==> src/rtl/serial_sub_ctrl_pkg.sv <==
// Shared definitions for the bit-serial subtractor controller:
// state encoding and the bit-counter width derivation.
package serial_sub_ctrl_pkg;

   typedef enum logic [1:0] {
      S_IDLE = 2'd0,
      S_RUN  = 2'd1,
      S_DONE = 2'd2
   } state_t;

   // One extra bit keeps WIDTH=1 from collapsing the counter to zero bits.
   function automatic int cnt_w(input int width);
      return $clog2(width) + 1;
   endfunction

endpackage

==> src/rtl/serial_sub_ctrl_cell.sv <==
// One-bit full-subtractor cell: diff = a - b - bin, bout set when a borrow
// is needed. Purely combinational; reused once per bit by the controller.
module serial_sub_ctrl_cell (
   input  logic a,
   input  logic b,
   input  logic bin,
   output logic diff,
   output logic bout
);

   assign diff = a ^ b ^ bin;
   assign bout = (~a & (b | bin)) | (b & bin);

endmodule

==> src/rtl/serial_sub_ctrl.sv <==
// Bit-serial WIDTH-bit subtractor controller: feeds one shared 1-bit cell
// LSB first, then publishes diff/bout with a one-cycle done pulse.
module serial_sub_ctrl
   import serial_sub_ctrl_pkg::*;
#(
   parameter int WIDTH = 8
) (
   input  logic             clk,
   input  logic             rst_n,
   input  logic             start,
   input  logic [WIDTH-1:0] a,
   input  logic [WIDTH-1:0] b,
   input  logic             bin,
   output logic             busy,
   output logic             done,
   output logic [WIDTH-1:0] diff,
   output logic             bout
);

   localparam int               CNT_W    = cnt_w(WIDTH);
   localparam logic [CNT_W-1:0] CNT_LAST = CNT_W'(WIDTH - 1);

   state_t           state_r;
   logic [WIDTH-1:0] a_sh_r;
   logic [WIDTH-1:0] b_sh_r;
   logic [WIDTH-1:0] d_sh_r;
   logic [WIDTH-1:0] d_next_s;
   logic             brw_r;
   logic [CNT_W-1:0] cnt_r;
   logic             cell_diff_s;
   logic             cell_bout_s;

   serial_sub_ctrl_cell u_cell (
      .a    (a_sh_r[0]),
      .b    (b_sh_r[0]),
      .bin  (brw_r),
      .diff (cell_diff_s),
      .bout (cell_bout_s)
   );

   // New result bits enter at the MSB so the LSB-first stream lands aligned.
   generate
      if (WIDTH == 1) begin : g_w1
         assign d_next_s = cell_diff_s;
      end else begin : g_wn
         assign d_next_s = {cell_diff_s, d_sh_r[WIDTH-1:1]};
      end
   endgenerate

   // Controller state, operand/result shift registers and registered outputs.
   always_ff @(posedge clk) begin
      if (!rst_n) begin
         state_r <= S_IDLE;
         a_sh_r  <= '0;
         b_sh_r  <= '0;
         d_sh_r  <= '0;
         brw_r   <= 1'b0;
         cnt_r   <= '0;
         busy    <= 1'b0;
         done    <= 1'b0;
         diff    <= '0;
         bout    <= 1'b0;
      end else begin
         done <= 1'b0;
         case (state_r)
            S_IDLE: begin
               if (start) begin
                  a_sh_r  <= a;
                  b_sh_r  <= b;
                  brw_r   <= bin;
                  cnt_r   <= '0;
                  busy    <= 1'b1;
                  state_r <= S_RUN;
               end else begin
                  busy    <= 1'b0;
                  state_r <= S_IDLE;
               end
            end
            S_RUN: begin
               d_sh_r <= d_next_s;
               a_sh_r <= a_sh_r >> 1;
               b_sh_r <= b_sh_r >> 1;
               brw_r  <= cell_bout_s;
               cnt_r  <= cnt_r + CNT_W'(1'b1);
               if (cnt_r == CNT_LAST) begin
                  diff    <= d_next_s;
                  bout    <= cell_bout_s;
                  done    <= 1'b1;
                  busy    <= 1'b0;
                  state_r <= S_DONE;
               end else begin
                  busy    <= 1'b1;
                  state_r <= S_RUN;
               end
            end
            S_DONE: begin
               busy    <= 1'b0;
               state_r <= S_IDLE;
            end
            default: begin
               busy    <= 1'b0;
               state_r <= S_IDLE;
            end
         endcase
      end
   end

endmodule
==> config.mk <==
export PLATFORM = sky130hd
export DESIGN_NAME = serial_sub_ctrl
export DESIGN_NICKNAME = d
export VERILOG_FILES = /design/src/rtl/serial_sub_ctrl_pkg.sv /design/src/rtl/serial_sub_ctrl_cell.sv /design/src/rtl/serial_sub_ctrl.sv
export SDC_FILE = /design/constraint.sdc
export NUM_CORES = 1
export LEC_CHECK = 0
export CORE_AREA = 2 2 76 78
export CTS_BUF_LIST = sky130_fd_sc_hd__clkbuf_4 sky130_fd_sc_hd__clkbuf_8
export DETAILED_ROUTE_END_ITERATION = 8
export DIE_AREA = 0 0 78 80
export GPL_ROUTABILITY_DRIVEN = 0
export HOLD_SLACK_MARGIN = 0.02
export REMOVE_ABC_BUFFERS = 1
export SYNTH_ARGS = -nofsm -noshare
export SYNTH_HDL_FRONTEND = slang
export SYNTH_SLANG_ARGS = --single-unit
==> constraint.sdc <==
create_clock -name clk -period 1.24 [get_ports clk]
set_input_delay 0.186 -clock clk [delete_from_list [all_inputs] [get_ports clk]]
set_output_delay 0.186 -clock clk [all_outputs]
set_load 0.05 [all_outputs]
==> flow_results.xml <==
<?xml version="1.0" encoding="UTF-8"?>
<metrics>
  <group name="routing">
    <metric name="initialDrtViolationCount" unit="">39</metric>
    <metric name="drc_errors" unit="">0</metric>
    <metric name="wl" unit="um">3566</metric>
    <metric name="via_count" unit="">1383</metric>
    <metric name="vias_per_cell" unit="">4.657</metric>
    <metric name="routed_wire_length_per_instance" unit="um">12.01</metric>
    <metric name="first_pass_iters" unit="">4</metric>
    <metric name="final_antenna_net_count" unit="">0</metric>
  </group>
  <group name="global_routing">
    <metric name="grt_max_degree" unit="">23</metric>
    <metric name="grt_antenna_before_repair" unit="">0</metric>
    <metric name="first_pass_grt_wire_length" unit="um">5913</metric>
    <metric name="gr-usage-all-layers" unit="">0.1199</metric>
    <metric name="remaining_global_route_overflow" unit="">0</metric>
    <metric name="grt_pass1_vias" unit="">1303</metric>
  </group>
  <group name="floorplan">
    <metric name="dieArea" unit="um2">6240</metric>
    <metric name="die-height" unit="um">80</metric>
    <metric name="row_count" unit="">27</metric>
    <metric name="ios" unit="">31</metric>
    <metric name="floorplan.initialDensity" unit="">0.2905</metric>
    <metric name="core_area" unit="um2">5405</metric>
    <metric name="fp.dieW" unit="um">78</metric>
  </group>
  <group name="place">
    <metric name="placement_stage_worst_setup_slack" unit="ps">-182.2</metric>
    <metric name="place_inst" unit="">286</metric>
    <metric name="port-buffer-count" unit="">30</metric>
    <metric name="place.detailed.hpwl" unit="um">2435</metric>
  </group>
  <group name="yosys">
    <metric name="synth_enable_flop_cells" unit="">0</metric>
    <metric name="synth_largest_type_area_fraction" unit="">0.5100</metric>
    <metric name="async_flop_share" unit="">0</metric>
    <metric name="netlist_instances" unit="">176</metric>
    <metric name="synth.yosys.seq_area_share" unit="">0.5100</metric>
    <metric name="ys_seq_elements" unit="">40</metric>
    <metric name="netlist.top_cell.by_area" unit="">sky130_fd_sc_hd__dfxtp_1</metric>
    <metric name="synth_top_flop_cell" unit="">sky130_fd_sc_hd__dfxtp_1</metric>
    <metric name="yosys_warnings" unit="">0</metric>
    <metric name="ys_top_cells_by_area" unit="">sky130_fd_sc_hd__dfxtp_1 51%, sky130_fd_sc_hd__nand2_1 7.2%, sky130_fd_sc_hd__a21oi_1 6.7%</metric>
    <metric name="yosysUniqueCellTypes" unit="">30</metric>
    <metric name="synth_area" unit="um2">1570</metric>
    <metric name="synthesis.area_per_instance" unit="um2">8.922</metric>
  </group>
  <group name="worst_setup_path">
    <metric name="cp.arrival" unit="ps">1470</metric>
    <metric name="critical_path_class" unit="">flop to flop</metric>
    <metric name="crit_path_max_fanout" unit="">4</metric>
    <metric name="critPathRequiredTime" unit="ps">1460</metric>
    <metric name="worst_setup_path_start_kind" unit="">flop</metric>
    <metric name="worst_setup_path_end_kind" unit="">flop</metric>
  </group>
  <group name="timing">
    <metric name="unrepaired_setup_endpoints_after_global_routing" unit="">yes</metric>
    <metric name="timing.fmax" unit="MHz">801.8</metric>
    <metric name="worst_slack" unit="ps">-7.207</metric>
    <metric name="tightest_slew" unit="ps">413.0</metric>
    <metric name="finalCritPeriodShare" unit="">1.006</metric>
    <metric name="final_hold_viol_count" unit="">0</metric>
    <metric name="maxSlewHeadroom" unit="">0.7244</metric>
    <metric name="finalSetupViolCount" unit="">4</metric>
    <metric name="hold_ws" unit="ps">464.2</metric>
    <metric name="drv_slew" unit="">0</metric>
    <metric name="worst_clk_skew" unit="ps">4.475</metric>
    <metric name="finalWorstPathRequiredPeriod" unit="ps">1247</metric>
  </group>
  <group name="clock_network">
    <metric name="cts.sink_count" unit="">40</metric>
    <metric name="clk_pin_slew_worst_paths" unit="ps">70</metric>
    <metric name="clock_latency" unit="ps">290</metric>
    <metric name="clockBufferDepth" unit="">2</metric>
    <metric name="tritoncts" unit="">yes</metric>
    <metric name="h-tree-depth" unit="">2</metric>
    <metric name="tritoncts.num_buffers" unit="">5</metric>
    <metric name="cts-root-buf" unit="">sky130_fd_sc_hd__clkbuf_8</metric>
    <metric name="cts_hold_buffers" unit="">0</metric>
  </group>
  <group name="cells_and_area">
    <metric name="mostFrequentLayoutCell" unit="">sky130_fd_sc_hd__dfxtp_1</metric>
    <metric name="area_delta_synth_final" unit="%">50.60</metric>
    <metric name="antenna-diode-count" unit="">0</metric>
    <metric name="post_layout_nonfiller_instances" unit="">297</metric>
    <metric name="design.final.nets" unit="">246</metric>
    <metric name="layout_common_cells" unit="">36 x sky130_fd_sc_hd__dfxtp_1, 30 x sky130_fd_sc_hd__nand2_1, 21 x sky130_fd_sc_hd__a21oi_1</metric>
    <metric name="drive_gt1_frac" unit="">0.2267</metric>
  </group>
  <group name="pwr">
    <metric name="power.static_leakage" unit="nW">0.8723</metric>
    <metric name="pwr_density_cell" unit="nW/um2">1095</metric>
    <metric name="irDropWorstVdd" unit="V">0.0006380</metric>
    <metric name="power.total" unit="mW">2.590</metric>
  </group>
  <group name="status">
    <metric name="status" unit="">finished, violations left</metric>
    <metric name="failed_checks" unit="">setup timing</metric>
  </group>
  <group name="flow_run">
    <metric name="timing.max_cap.violations" unit="">0</metric>
  </group>
  <group name="min_path">
    <metric name="hp-class" unit="">flop to flop</metric>
  </group>
</metrics>
==> final timing paths <==
path | slack (ps) | start | to | depth (start not counted)
worst max-delay path | -7 | cnt_r[0]$_SDFFE_PN0P_ | diff[7]$_SDFFE_PN0P_ | 5
worst min-delay path | 460 | d_sh_r[1]$_SDFFE_PN0P_ | d_sh_r[1]$_SDFFE_PN0P_ | 2
worst max register to register | -7 | cnt_r[0]$_SDFFE_PN0P_ | diff[7]$_SDFFE_PN0P_ | 5
worst min register to register | 460 | d_sh_r[1]$_SDFFE_PN0P_ | d_sh_r[1]$_SDFFE_PN0P_ | 2
==> cells by family after synthesis <==
group | count (synthesis) | share of synthesized area
AOI/OAI and AO/OA | 59 | 0.2175
and+or+nand+nor | 49 | 0.1418
DFF | 40 | 0.5100
buffers and inverters | 16 | 0.04622
muxes | 10 | 0.06375
adders and majority gates | 2 | 0.02072
==> power breakdown <==
group          switching (mW)  internal (mW)  total [mW]  leakage [nW]
clock                   0.431          0.444       0.875        0.0510
sequential             0.0346           1.34        1.38         0.329
combinational           0.153          0.184       0.337         0.492
total                   0.619           1.97        2.59         0.872
==> through the flow <==
| step | cell area (um2) | utilization | TNS [ps] |
|---|---|---|---|
| after detailed placement | 2201 | 0.4072 | -2416 |
| after global placement | 2201 | 0.4072 | -1668 |
| after CTS | 2301 | 0.4257 | -3.790 |
| after floorplan | 1513 | - | -11190 |
| after global routing | 2365 | 0.4375 | -562.6 |
| final | 2365 | 0.4375 | -23.86 |
==> Yosys cell counts (all sizes together), types with 2 or more instances <==
library cell  count
clkbuf            7
nor3              3
dfxtp            40
nand3             2
mux2i            10
a22oi             3
nor2              6
o22ai            15
nand2b            3
o21ai            14
buf               5
a21oi            21
inv               4
nand2            30
==> sequential cells by signal, indices dropped and copies added (netlist names) <==
signal and cells:
done 1, state_r 2, b_sh_r 8, diff 8, bout 1, cnt_r 4, brw_r 1, d_sh_r 7
a_sh_r 8
==> what timing repair did <==
item / in CTS / in global routing
cloned: 0 / 1
gates resized for setup: 2 / 7
setup buffers: 0 / 2
setup endpoints to repair: 6 / 18
==> cell type report <==
type                       instances  area [um2]
sequential                        40       808.3
fill                             563        3040
clock inverter                     2       10.01
timing repair buffer              53       638.1
inverter                           4       15.01
clock buffer                       6       82.58
multi-input combinational        120       720.7
tap                               72       90.09
==> critical path, stage by stage (launching register included) <==
cell,delay (ps)
sky130_fd_sc_hd__dfxtp_2,360
sky130_fd_sc_hd__ha_4,140
sky130_fd_sc_hd__nand4b_1,160
sky130_fd_sc_hd__nor2_4,190
sky130_fd_sc_hd__clkbuf_16,170
sky130_fd_sc_hd__mux2i_1,160
==> layer usage <==
metal / global-route usage / vias up / part of all wire
met1: 0.1445 / 624 / 0.47
met2: 0.1948 / 36 / 0.46
met4: 0.05789 / 0 / 0.020
met5: 0 / - / 0
li1: - / 715 / -
met3: 0.03620 / 8 / 0.058
(Power assumes the default switching activity.)
